==> config.mk <==
export PLATFORM = sky130hd
export DESIGN_NAME = imm_splitter
export DESIGN_NICKNAME = d
export VERILOG_FILES = /design/src/rtl/imm_splitter.sv
export SDC_FILE = /design/constraint.sdc
export NUM_CORES = 1
export LEC_CHECK = 0
export BUFFER_PORTS_ARGS = -buffer_cell sky130_fd_sc_hd__buf_4
export CAP_MARGIN = 20
export CORE_UTILIZATION = 35
export CTS_CLUSTER_SIZE = 30
export DETAILED_ROUTE_END_ITERATION = 12
export SLEW_MARGIN = 15
export SYNTH_ARGS = -nofsm -noshare
export SYNTH_HDL_FRONTEND = slang
export SYNTH_SLANG_ARGS = --single-unit
==> constraint.sdc <==
create_clock -name clk -period 2.55 [get_ports clk]
set_input_delay 0.51 -clock clk [delete_from_list [all_inputs] [get_ports clk]]
set_output_delay 0.51 -clock clk [all_outputs]
set_load 0.02 [all_outputs]
==> src/rtl/imm_splitter.sv <==
// Streaming splitter that turns a 16-bit constant into the shortest chain of 7-bit
// immediates rebuilt by sext(chunk0) followed by repeated (acc << 7) | chunk.
module imm_splitter #(
    parameter int COUNT_W = 16
) (
    input  logic               clk,
    input  logic               rst_n,
    input  logic               in_valid,
    output logic               in_ready,
    input  logic [15:0]        in_data,
    output logic               out_valid,
    input  logic               out_ready,
    output logic [6:0]         out_imm,
    output logic               out_first,
    output logic               out_last,
    output logic [1:0]         out_idx,
    output logic [1:0]         out_nchunks,
    output logic [COUNT_W-1:0] words_done
);

    typedef enum logic {IDLE, EMIT} state_t;

    state_t             state, state_nxt;
    logic signed [15:0] v_p0;
    logic [1:0]         n_p0;
    logic [1:0]         idx_p0;
    logic               last_p0;
    logic               out_fire;
    logic               in_fire;

    function automatic logic [1:0] chunk_count(input logic signed [15:0] v);
        if ((&v[15:6]) || !(|v[15:6]))
            return 2'd1;
        else if ((&v[15:13]) || !(|v[15:13]))
            return 2'd2;
        else
            return 2'd3;
    endfunction

    // Short words skip the leading positions, so chunk k of an n-chunk word
    // sits at position k + (3 - n) of the full 3-chunk layout.
    function automatic logic [6:0] chunk_sel(input logic signed [15:0] v,
                                             input logic [1:0] n,
                                             input logic [1:0] idx);
        logic [1:0] pos;
        pos = idx + (2'd3 - n);
        case (pos)
            2'd0:    return {{5{v[15]}}, v[15:14]};
            2'd1:    return v[13:7];
            default: return v[6:0];
        endcase
    endfunction

    assign last_p0  = (idx_p0 == (n_p0 - 2'd1));
    assign out_fire = (state == EMIT) & out_ready;
    assign in_ready = (state == IDLE) | (out_fire & last_p0);
    assign in_fire  = in_valid & in_ready;

    // ---- stage p0: control state ----
    always_ff @(posedge clk or negedge rst_n) begin
        if (!rst_n) begin
            state      <= IDLE;
            idx_p0     <= 2'd0;
            words_done <= '0;
        end else begin
            state <= state_nxt;
            if (in_fire)
                idx_p0 <= 2'd0;
            else if (out_fire && !last_p0)
                idx_p0 <= idx_p0 + 2'd1;
            if (out_fire && last_p0)
                words_done <= words_done + 1'b1;
        end
    end

    always_ff @(posedge clk) begin
        if (in_fire) begin
            v_p0 <= in_data;
            n_p0 <= chunk_count(in_data);
        end
    end

    always_comb begin
        state_nxt = state;
        case (state)
            IDLE:    if (in_valid) state_nxt = EMIT;
            EMIT:    if (out_fire && last_p0) state_nxt = in_valid ? EMIT : IDLE;
            default: state_nxt = IDLE;
        endcase
    end

    always_comb begin
        out_valid   = 1'b0;
        out_imm     = 7'd0;
        out_first   = 1'b0;
        out_last    = 1'b0;
        out_idx     = 2'd0;
        out_nchunks = 2'd0;
        if (state == EMIT) begin
            out_valid   = 1'b1;
            out_imm     = chunk_sel(v_p0, n_p0, idx_p0);
            out_first   = (idx_p0 == 2'd0);
            out_last    = last_p0;
            out_idx     = idx_p0;
            out_nchunks = n_p0;
        end
    end

endmodule

; ---- Word-level counts from Yosys, hierarchy flattened
; Index checks and enable logic that the tools add are counted.
[totals]
ff_bits = 37
output_inout_bits = 31
elab_cells = 44
[op_classes]
n_addsub = 5
eq_ne = 2
n_mux = 13
bitwise = 5
reduce_logical = 14
[ops]
columns = operator, n
row1 = "16-bit by 1-bit adder with 16-bit output, second input constant", 1
row2 = 7-bit one-hot mux with 2 select lines, 1
row3 = 10-bit AND reduction, 1
row4 = 10-bit OR reduction, 1
row5 = 2-bit two-way mux, 4
row6 = 7-bit two-way mux, 1
row7 = 1-bit two-way mux, 6
row8 = 2-bit logical NOT, 2
row9 = 1-bit AND, 3
row10 = 1-bit logical NOT, 3
row11 = 3-bit AND reduction, 1
row12 = 3-bit OR reduction, 1
row13 = "2-bit by 1-bit adder with 2-bit output, second input constant", 1
row14 = 2-bit adder, 1
row15 = "2-bit by 1-bit == test with 1-bit output, second input constant", 1
row16 = 2-bit == test, 1
row17 = 1-bit logical AND, 2
row18 = 1-bit logical OR, 2
row19 = 1-bit one-hot mux with 2 select lines, 1
row20 = 2-bit nonzero test, 1
row21 = "2-bit by 1-bit subtractor with 2-bit output, second input constant", 1
row22 = "2-bit subtractor, first input constant", 1
row23 = 1-bit inverter, 1
row24 = 1-bit bitwise OR, 1

; ---- Longest topological paths before layout
; Gate-level depths: netlist (run 1).
[depth]
word_depth = 6
ltp_mapped = 7

; ---- Worst setup path after synthesis (run 1)
; Ideal clock, no wire load.
[synth_timing]
path_type = reg-to-reg
start = reg idx_p0[0]
end = reg n_p0[0], enable pin
setup_ns = 0.376
t_arrival_ns = 2.021
setup_slack_ns = 0.153
path_stages_with_launch = 7
cell_sequence = dfrtp_1 > ha_1 > nand3b_1 > or2_1 > buf_6 > nand2_1 > and2_1
[synth_between]
elab_chain_cells = 4
[synth_lines]
columns = element, line
row1 = from (decl), 26  ; logic [1:0] idx_p0;
row2 = from (signal assigned), 70  ; idx_p0 <= idx_p0 + 2'd1;
row3 = 2-bit == test, 54  ; assign last_p0 = (idx_p0 == (n_p0 - 2'd1));
row4 = 1-bit AND, 56  ; assign in_ready = (state == IDLE) | (out_fire & last_p0);
row5 = 1-bit bitwise OR, 56
row6 = net in_ready, 9  ; output logic in_ready,
row7 = 1-bit AND, 57  ; assign in_fire = in_valid & in_ready;
row8 = net in_fire, 29  ; logic in_fire;
row9 = to (signal assigned), 79  ; n_p0 <= chunk_count(in_data);
row10 = to (decl), 25  ; logic [1:0] n_p0;
; The timed path passes the listed nets, and every way through them passes these cells.
; A chain may end at the register's enable or synchronous reset.

; ---- Worst setup path after layout (run 1)
[layout_timing]
start = reg idx_p0[0]
end = out out_imm[1]
[layout_between]
elab_chain_cells = 4
elab_cells_between_ends = 5
cone_classes = add/sub: 1 / eq/ne: 1 / mux: 2 / reduce/logical: 1
[layout_lines]
columns = element, line
row1 = 2-bit adder (*), 46  ; pos = idx + (2'd3 - n);
row2 = 2-bit by 1-bit == test with 1-bit output or 2-bit logical NOT (tied branches), 47  ; case (pos)
row3 = 7-bit one-hot mux with 2 select lines (*), 47
row4 = 7-bit two-way mux (*), 99  ; if (state == EMIT) begin
row5 = to (decl), 13  ; output logic [6:0] out_imm,
; Mark *: on every way between the ends. The rest lies on a longest branch, timed or not.

==> metrics.txt, run 1 <==
routability congestion estimate 0.8065; Rel. slew slack 0.7245; number of remaining DRC errors 0; count of unique library cells instantiated by Yosys 35; number of DRC violations after detailed-routing iteration 0 46; power share of the clock group 0.164; Max H-tree Level 2; pre-CTS worst setup slack 0.07013 ns; register bit total from synthesis 37; number of nets in the layout 227; sw frac 0.3946; power spent charging and discharging nets 1.000 mW; internal power component about 1.5 mW; Fin Setup TNS 0 ns; setup clock skew after layout 0.005117 ns; worst skew pair latency 0.28 ns; post-layout worst setup margin between 0.15 and 0.2 ns; unrepaired setup endpoints after global routing false; Final setup violation count 0; initial antenna violation count 0; post-CTS clock slew at the launch and capture registers of the worst setup and hold paths 0.07 ns; Post-Route Utilization 0.4888; r2r startpoint n_p0[0]; global route total overflow 0; average detailed-routed wire length per instance 13.76 µm; DRT Wirelength approximately 3700 µm; Crit-path slowest cell sky130_fd_sc_hd__ha_2; die footprint between 5000 and 6000 µm²; clock tree from TritonCTS yes; worst-margin pin slew 0.4104 ns; maximum number of pins on one net before global-route repair 20; proportion of power drawn by combinational gates 0.507; mean area per synthesized cell 11.96 µm²; Post-DP HPWL 2757 µm; worst reg-to-reg setup slack 0.45 ns; number of violations of the max-capacitance limit 0; Starting Density 0.3699; Root Buffer sky130_fd_sc_hd__clkbuf_8; path category of the worst min-delay check in -> async; total CTS buffers 5; mapped cell area 1782 µm²; sequential element share of the synthesized area 0.5702; data arrival time of the worst path 1.84 ns; data required time of the worst path 2.04 ns; outcome finished clean; Max IR drop VDD 619.3 µV; part of the cycle the worst path needs 0.9217; Antenna Cells 0; Clock Sinks 37; count of port buffers added during placement 50; core region area 4817 µm²; category of the worst setup path launch point register; routed vias/inst 4.945; critical path class reg -> out; buffer levels on the longest clock path 2; series of cell instances along the critical path ha_2 > nor2b_2 > a21oi_1 > nand2_1 > o211a_1 > buf_4; std cell rows 25; destination of the worst register-to-register timing path v_p0[0]; via count ~1,300; net count after synthesis between 150 and 200; r2r worst-path depth 7; wire length of the first global-routing pass 6106 µm; count of TritonRoute iterations in the first routing pass 4; height of the die ~73 µm; total power density per cell area between 1000 and 1500 nW/µm²; Fin. Hold Viols 0; highest achievable clock rate 0.4255 GHz; synthesis warning total 0; overall routing resource usage 0.1543; Leakage roughly 1.1 nW; Final Slew Violations 0; Area growth, synth to finish 32.16%; antenna-violating nets left 0; via count of the first global-routing pass 1,341; width of the die roughly 73 µm; number of instances in the synthesized netlist 149; longest individual stage delay on the worst path 0.49 ns; number of placed I/O pins 51; fraction of layout instances using a drive strength above 1 0.3463; sequential fraction of design power 0.329; final critical delay including setup and external delays 2.350 ns; maximum fanout along the worst path 12; endpoint kind of the worst setup timing path output port
[cells by family (layout without fill, tap and decap cells)]
group / count (synthesis) / after routing / synth area share
fa+ha+maj: 3 / 3 / 0.02107
compound gates: 21 / 21 / 0.08708
buf+inv: 10 / 66 / 0.02528
flops: 37 / 37 / 0.5702
xor+xnor: 18 / 18 / 0.09691
simple gates: 58 / 58 / 0.1875
mux: 2 / 2 / 0.01194
[per-layer routing]
metal / part of all wire / track usage
met5: 0 / 0
met4: 0.010 / 0.06838
met3: 0.051 / 0.04252
met2: 0.53 / 0.2788
met1: 0.41 / 0.1683
[power by group through the flow]
stage / combinational, mW / sequential (mW) / clock (mW)
floorplan: 0.763 / 0.858 / 0
global placement: 1.22 / 0.841 / 0
detailed placement: 1.25 / 0.845 / 0
CTS: 1.26 / 0.833 / 0.429
global route: 1.40 / 0.853 / 0.450
finish: 1.29 / 0.834 / 0.416
[repair_timing]
item	CTS	global route
gates cloned	0	0
setup buffers	0	1
pin swaps	0	0
endpoints found under the setup margin	7	8
hold buffers	0	0
gates resized for setup	2	2
endpoints found under the hold margin	0	0
[Yosys cell counts]
library cell               count  area share
sky130_fd_sc_hd__a21o_1        1      0.0042
sky130_fd_sc_hd__inv_1         4      0.0084
sky130_fd_sc_hd__nand2_1      16       0.034
sky130_fd_sc_hd__buf_6         1      0.0063
sky130_fd_sc_hd__mux2_2        1      0.0063
sky130_fd_sc_hd__and3_1        2      0.0070
sky130_fd_sc_hd__nor3_1        3      0.0084
sky130_fd_sc_hd__nor3_4        2       0.018
sky130_fd_sc_hd__nand4_1       9       0.032
sky130_fd_sc_hd__xnor2_1      13       0.064
sky130_fd_sc_hd__o32ai_1       1      0.0049
sky130_fd_sc_hd__ha_1          3       0.021
sky130_fd_sc_hd__a31oi_1       1      0.0035
sky130_fd_sc_hd__clkbuf_1      5       0.011
sky130_fd_sc_hd__o211ai_1      1      0.0042
sky130_fd_sc_hd__nand3_1       6       0.017
sky130_fd_sc_hd__and4_1        1      0.0049
sky130_fd_sc_hd__nand3b_1      1      0.0042
sky130_fd_sc_hd__nor3_2        2       0.011
sky130_fd_sc_hd__xor2_1        4       0.020
sky130_fd_sc_hd__o21ai_0       3      0.0084
sky130_fd_sc_hd__nor2_1        4      0.0084
sky130_fd_sc_hd__o211a_1       7       0.039
sky130_fd_sc_hd__a21oi_1       6       0.017
sky130_fd_sc_hd__xnor3_2       1       0.013
sky130_fd_sc_hd__nor4_1        2      0.0070
sky130_fd_sc_hd__nor2b_1       2      0.0070
sky130_fd_sc_hd__a22o_2        1      0.0056
sky130_fd_sc_hd__and2_2        1      0.0042
sky130_fd_sc_hd__mux2i_1       1      0.0056
sky130_fd_sc_hd__edfxtp_1     18        0.30
sky130_fd_sc_hd__and2_1        5       0.018
sky130_fd_sc_hd__dfrtp_1      19        0.27
sky130_fd_sc_hd__or2_1         1      0.0035
sky130_fd_sc_hd__nand2b_1      1      0.0035
[how the worst max path moves through the flow]
| stage | start | endpoint | depth (start not counted) |
|---|---|---|---|
| 6_report | idx_p0[0] | out_imm[1] | 6 |
| 5_1_grt | idx_p0[0] | out_imm[3] | 6 |
| 4_1_cts | idx_p0[0] | in_ready | 5 |
| 3_5_place_dp | n_p0[0] | out_imm[5] | 6 |
| 3_3_place_gp | idx_p0[0] | out_imm[5] | 5 |
| 2_1_floorplan | idx_p0[0] | n_p0[0] | 6 |
[metrics by stage]
stage	std cells	instance area, µm²	hold slack (ns)	power, mW
after CTS	271	2333	0.08603	2.527
after detailed placement	263	2233	0.4034	2.090
after global placement	263	2233	0.3922	2.059
after floorplan	149	1782	0.2144	1.622
final	272	2355	0.08532	2.535
after global routing	272	2355	0.09106	2.699
[worst max-delay path, delay by kind of cell, from the launching register on]
kind                       cells  cell delay, ns
AOI/OAI and AO/OA              2            0.30
buffers and inverters          1            0.15
DFF                            1            0.44
and+or+nand+nor                2            0.18
adders and majority gates      1            0.49
[cell usage in the layout, fill, tap and decap left out, types with 2 or more instances in the layout]
cell type                   n
sky130_fd_sc_hd__and2_1     5
sky130_fd_sc_hd__buf_4     54
sky130_fd_sc_hd__nor2_1     4
sky130_fd_sc_hd__nand3_1    6
sky130_fd_sc_hd__nor3_2     2
sky130_fd_sc_hd__o21ai_0    3
sky130_fd_sc_hd__xnor2_1   12
sky130_fd_sc_hd__edfxtp_1  18
sky130_fd_sc_hd__xor2_1     4
sky130_fd_sc_hd__nand4_1    9
sky130_fd_sc_hd__clkbuf_8   6
sky130_fd_sc_hd__ha_1       2
sky130_fd_sc_hd__a21oi_1    6
sky130_fd_sc_hd__clkbuf_1   2
sky130_fd_sc_hd__nor3_4     2
sky130_fd_sc_hd__nand2_1   16
sky130_fd_sc_hd__dfrtp_1   19
sky130_fd_sc_hd__nor4_1     2
sky130_fd_sc_hd__nor3_1     3
sky130_fd_sc_hd__o211a_1    7
sky130_fd_sc_hd__inv_1      4
sky130_fd_sc_hd__and3_1     2
[area by class of cell]
class                   count  area, µm²
multi-input cells         102      744.5
repair buffers             54      405.4
clock buffers               8      90.09
flip-flops and latches     37       1016
well taps                  67      83.83
fillers                   480       2462
inverters                   4      15.01
[flip-flops by register name, summed over array words and instances (netlist names)]
name and count:
v_p0 16, state 1, n_p0 2, idx_p0 2
words_done 16
No activity file was read; power rests on OpenSTA's default activity.
==> run 2: changes to the inputs <==
CORE_MARGIN = 1.5   (was unset)
==> run 2 against run 1 <==
Non-clock buffer count shrank 1. Final cell count is 0.37% lower. Critical path depth stayed put. Worst setup slack worse by 0.086 ns. Via count shrank 0.30%. Largest cell class unchanged. Critical endpoint is now in_ready. Register-to-register slack got worse by 0.10 ns. Count of clock-buffer cells in the layout is the same. Sequential share of layout area increased by 0.35 points. First-iteration DRC count grew 4.3%.
==> metrics.txt, run 2 (synthesized netlist as in run 1, its figures left out) <==
internal power component 1.512 mW; Max IR drop VDD 552.5 µV; Most Used Layer, Global Route met2; power share of the clock group 0.167; setup clock skew after layout 0.006066 ns; post-CTS clock slew at the launch and capture registers of the worst setup and hold paths ~0.07 ns; Rel. slew slack 0.5972; part of the cycle the worst path needs 0.9556; maximum number of pins on one net before global-route repair 20; routed vias/inst 4.948; r2r startpoint n_p0[0]; DRT Wirelength 3630 µm; count of port buffers added during placement 50; clock tree from TritonCTS yes; buffer levels on the longest clock path 2; endpoint kind of the worst setup timing path output port; outcome finished clean; maximum fanout along the worst path 12; height of the die 74.35 µm; highest achievable clock rate 0.4104 GHz; post_cts resized 3; destination of the worst register-to-register timing path v_p0[11]; critical path class reg -> out; leading cell types in the layout, fill and taps excluded 53 x sky130_fd_sc_hd__buf_4, 19 x sky130_fd_sc_hd__dfrtp_1, 18 x sky130_fd_sc_hd__edfxtp_1, 16 x sky130_fd_sc_hd__nand2_1, 12 x sky130_fd_sc_hd__xnor2_1; global route total overflow 0; series of cell instances along the critical path inv_1 > ha_2 > nand3b_1 > or2_1 > nand2_1 > buf_4; wire length of the first global-routing pass 6051 µm; count of TritonRoute iterations in the first routing pass 4; die footprint between 5000 and 6000 µm²; data required time of the worst path 2.04 ns; met2 GRT Util 0.2550; Fin. Hold Viols 0; total CTS buffers 5; core region area a little under 5000 µm²; width of the die approximately 74 µm; number of DRC violations after detailed-routing iteration 0 48; most common cell after layout, fill and taps aside sky130_fd_sc_hd__buf_4; power spent charging and discharging nets 977.4 µW; data arrival time of the worst path 1.93 ns; Placed Cells 263; Crit-path slowest cell sky130_fd_sc_hd__edfxtp_1; category of the worst setup path launch point register; Starting Density 0.3699; number of violations of the max-capacitance limit 0; number of remaining DRC errors 0; Clock Sinks 37; average detailed-routed wire length per instance 13.39 µm; final critical delay including setup and external delays ~2.4 ns; Final Slew Violations 0; via count roughly 1,300; sequential fraction of design power 0.335; sw frac 0.3927; Fin Setup TNS 0 ns; post-cts hold buffer count 0; proportion of power drawn by combinational gates 0.498; initial antenna violation count 0; Root Buffer sky130_fd_sc_hd__clkbuf_8; total power density per cell area ~1100 nW/µm²; via count of the first global-routing pass approximately 1,400; Post-Route Utilization 0.4849; GR met1 Demand/Resource 0.1645; worst reg-to-reg setup slack 0.35 ns; unrepaired setup endpoints after global routing false; Max H-tree Level 2; Non-Filler Instances around 270; antenna-violating nets left 0; path category of the worst min-delay check in -> async; worst-case hold slack about 0.084 ns; Area growth, synth to finish 31.11%; r2r worst-path depth 7; Final setup violation count 0; post-CTS setup buffer count 0; number of placed I/O pins between 50 and 60; routability congestion estimate roughly 0.8; std cell rows 25; worst-margin pin slew around 0.6 ns; fraction of layout instances using a drive strength above 1 0.3431; overall routing resource usage 0.1447; Largest regs v_p0: 16 flops, words_done: 16 flops; Post-DP HPWL roughly 2700 µm; worst skew pair latency 0.29 ns; GR met3 Demand/Resource 0.04336; number of nets in the layout 226; Antenna Cells 0; Leakage roughly 1.1 nW; longest individual stage delay on the worst path 0.41 ns
==> run 2: changes by cell type in the layout (fill, tap and decap cells not counted), sizes merged <==
cell	change
buf	-1
==> run 2: power by group through the flow <==
stage	clock network [mW]	registers, mW	logic [mW]
finish	0.415	0.834	1.24
detailed placement	0	0.845	1.23
floorplan	0	0.858	0.763
global placement	0	0.841	1.22
CTS	0.428	0.833	1.26
global route	0.450	0.850	1.36
==> run 2: worst max path at each step <==
stage	startpoint	endpoint	slack, ns	cells after the start
after CTS	n_p0[0]	in_ready	0.11	6
after global routing	n_p0[0]	in_ready	0.01	6
final	n_p0[0]	in_ready	0.11	6
after global placement	idx_p0[0]	out_imm[5]	0.17	5
after detailed placement	idx_p0[0]	out_imm[3]	0.16	5
after floorplan	idx_p0[0]	n_p0[0]	0.15	6
==> run 2: per-stage QoR <==
stage	setup WS, ns	total power [mW]	area (µm²)
2_1_floorplan	0.1528	1.622	1782
3_3_place_gp	0.1657	2.060	2233
3_5_place_dp	0.1561	2.078	2233
4_1_cts	0.1056	2.518	2336
5_1_grt	0.01035	2.664	2336
6_report	0.1133	2.489	2336
==> run 2: layout make-up <==
cell class | count | area, µm²
clock buffer | 8 | 90.09
tap | 67 | 83.83
sequential | 37 | 1016
timing repair buffer | 53 | 397.9
inverter | 4 | 15.01
fill | 467 | 2481
multi-input combinational | 102 | 733.2
==> run 2: critical path, delay by kind of cell, from the launching register on <==
family | cells | cell delay [ns]
buf+inv | 2 | 0.23
fa+ha+maj | 1 | 0.35
simple gates | 3 | 0.66
flops | 1 | 0.41
==> run 2: per-layer routing <==
metal | vias up | routed length, µm
met5 | - | 0
met4 | 0 | 51
met3 | 6 | 276
met2 | 53 | 1816
met1 | 636 | 1485
li1 | 646 | -
==> run 3: changes to the inputs <==
ABC_AREA = 1   (was unset)
==> run 3 against run 2 <==
Non-clock buffer count is the same. Maximum frequency up 1.6%. Register-to-register slack improved by 0.22 ns. Synthesized cell count rose by 74%. Highest routed layer unchanged. Final area increased by 14%. Total power increased by 18%. Critical path type unchanged. Routed wire length increased by 25%. Die area grew 16%. Combinational power rose by 13%. First-iteration DRC count is 10% higher. Flip-flop and latch count is the same.
==> metrics.txt, run 3 <==
outcome finished clean; Starting Density 0.3715; placed instance area 2527 µm²; Area growth, synth to finish 27.99%; setup clock skew after layout 0.01012 ns; internal power component 1.711 mW; number of instances in the synthesized netlist 259; sequential fraction of design power 0.314; critical path class reg -> out; via count of the first global-routing pass approximately 1,700; clock tree from TritonCTS yes; post-layout worst setup margin 0.1519 ns; total power density per cell area about 1100 nW/µm²; Fin. Hold Viols 0; Largest regs v_p0: 16 flops, words_done: 16 flops; Rel. slew slack 0.6823; proportion of synthesized flip-flops having asynchronous set or reset 0.5135; power share of the clock group 0.209; path category of the worst min-delay check in -> async; most frequent CP cell sky130_fd_sc_hd__inv_1; series of cell instances along the critical path inv_1 > ha_1 > inv_1 > nand4_2 > nand3_1 > nand2_1 > inv_1 > buf_4; routed vias/inst around 4.6; fraction of layout instances using a drive strength above 1 0.2293; antenna-violating nets left 0; mean area per synthesized cell 8.043 µm²; overall routing resource usage 0.1614; count of TritonRoute iterations in the first routing pass 4; routability congestion estimate about 0.80; Final Slew Violations 0; pre-CTS worst setup slack 0.4612 ns; highest achievable clock rate 0.4170 GHz; average detailed-routed wire length per instance 11.73 µm; leading cell types in the layout, fill and taps excluded 88 x sky130_fd_sc_hd__nand2_1, 53 x sky130_fd_sc_hd__buf_4, 38 x sky130_fd_sc_hd__inv_1, 19 x sky130_fd_sc_hd__dfrtp_1; number of nets in the layout approximately 340; sw frac 0.4155; number of synthesized flops with an enable pin 18; number of DRC violations after detailed-routing iteration 0 53; number of violations of the max-capacitance limit 0; r2r startpoint n_p0[0]; Root Buffer sky130_fd_sc_hd__clkbuf_8; post-cts hold buffer count 0; most common cell after layout, fill and taps aside sky130_fd_sc_hd__nand2_1; DRT Wirelength roughly 4500 µm; height of the die between 80 and 90 µm; count of port buffers added during placement 50; number of placed I/O pins just over 50; endpoint kind of the worst setup timing path output port; most numerous cell in the Yosys netlist sky130_fd_sc_hd__nand2_1; part of the cycle the worst path needs 0.9404; category of the worst setup path launch point register; count of unique library cells instantiated by Yosys 29; post_cts resized 0; Post-Route Utilization 0.4755; power spent charging and discharging nets 1.216 mW; Final setup violation count 0; std cell rows 27; core region area about 5600 µm²; post-CTS clock slew at the launch and capture registers of the worst setup and hold paths approximately 0.08 ns; total CTS buffers 5; Antenna Cells 0; number of remaining DRC errors 0; Placed Cells 378; longest individual stage delay on the worst path 0.39 ns; sequential element share of the synthesized area 0.4877; cell accounting for the most synthesized area sky130_fd_sc_hd__edfxtp_1; Fin Setup TNS 0 ns; data required time of the worst path 2.04 ns; register bit total from synthesis 37; Clock Sinks 37; Leakage 1.319 nW; final critical delay including setup and external delays roughly 2.4 ns; Crit-path slowest cell sky130_fd_sc_hd__edfxtp_1; Non-Filler Instances 386; worst-margin pin slew around 0.48 ns; Max IR drop VDD 446.1 µV; die footprint 6424 µm²; Primary FF master, synth sky130_fd_sc_hd__dfrtp_1; Max H-tree Level 2; via count 1,788; Synth area leaders sky130_fd_sc_hd__edfxtp_1 26%, sky130_fd_sc_hd__dfrtp_1 23%, sky130_fd_sc_hd__nand2_1 16%, sky130_fd_sc_hd__inv_1 6.8%, sky130_fd_sc_hd__nand3_1 4.3%; width of the die 80.15 µm; initial antenna violation count 0; maximum number of pins on one net before global-route repair 22; mapped cell area 2083 µm²; commonest cells in the synthesized netlist 88 x sky130_fd_sc_hd__nand2_1, 38 x sky130_fd_sc_hd__inv_1, 19 x sky130_fd_sc_hd__dfrtp_1; total power 2.927 mW; buffer levels on the longest clock path 2; global route total overflow 0; fraction of post-synthesis cell area in the top cell type by area 0.2595; wire length of the first global-routing pass 7921 µm; data arrival time of the worst path between 1.5 and 2 ns; cell area after layout 2666 µm²; proportion of power drawn by combinational gates 0.478; post-CTS setup buffer count 0; worst skew pair latency 0.30 ns; Critical Path Source n_p0[0]; worst-case hold slack 0.07226 ns; maximum fanout along the worst path 8; unrepaired setup endpoints after global routing false; synthesis warning total 0; net count after synthesis 282; Post-DP HPWL 3358 µm
==> run 3: cell types whose count changed after synthesis, moves of 5 or more <==
cell                      delta
sky130_fd_sc_hd__nand2_1    +72
sky130_fd_sc_hd__inv_1      +34
sky130_fd_sc_hd__nor2_1     +13
sky130_fd_sc_hd__nand3_1    +12
sky130_fd_sc_hd__xnor2_1    -10
sky130_fd_sc_hd__o211a_1     -7
sky130_fd_sc_hd__nand4_1     +5
==> run 3: layout make-up <==
type	instances	area, µm²
well taps	72	90.09
inverters	39	146.4
repair buffers	53	397.9
clock buffers	5	68.82
multi-input cells	177	882.1
clock inverters	3	65.06
flip-flops and latches	37	1016
fillers	591	2942
==> run 3: cell families (layout without fill, tap and decap cells) <==
family / after synthesis / in the layout / synth area share
xor+xnor: 9 / 9 / 0.03784
flops: 37 / 37 / 0.4877
fa+ha+maj: 3 / 3 / 0.01802
simple gates: 152 / 152 / 0.3303
buf+inv: 45 / 100 / 0.09129
compound gates: 13 / 13 / 0.03484
==> run 3: final timing paths <==
check / end / cells after the start / slack [ns]
max reg2reg: v_p0[15] / 6 / 0.57
min: words_done[9] / 1 / 0.07
min reg2reg: words_done[15] / 2 / 0.54
max in group asynchronous: idx_p0[1] / 1 / 2.26
max: out_imm[6] / 8 / 0.15
min in group clk: v_p0[4] / 1 / 0.39
==> run 3: worst max-delay path, delay by kind of cell, from the launching register on <==
| kind | cells | cell delay [ns] |
|---|---|---|
| buf+inv | 4 | 0.42 |
| flops | 1 | 0.39 |
| simple gates | 3 | 0.39 |
| fa+ha+maj | 1 | 0.38 |
==> run 3: power by group through the flow <==
stage / sequential (mW) / combinational, mW / clock, mW
global placement: 0.930 / 1.39 / 0
floorplan: 0.998 / 0.828 / 0
detailed placement: 0.930 / 1.41 / 0
CTS: 0.920 / 1.41 / 0.624
global route: 0.943 / 1.56 / 0.648
finish: 0.918 / 1.40 / 0.611
==> run 3: per-layer routing <==
metal / GRT usage / vias to the layer above / part of all wire
li1: - / 943 / -
met1: 0.2279 / 805 / 0.51
met2: 0.2361 / 35 / 0.42
met3: 0.03977 / 5 / 0.052
met4: 0.06207 / 0 / 0.017
met5: 0 / - / 0
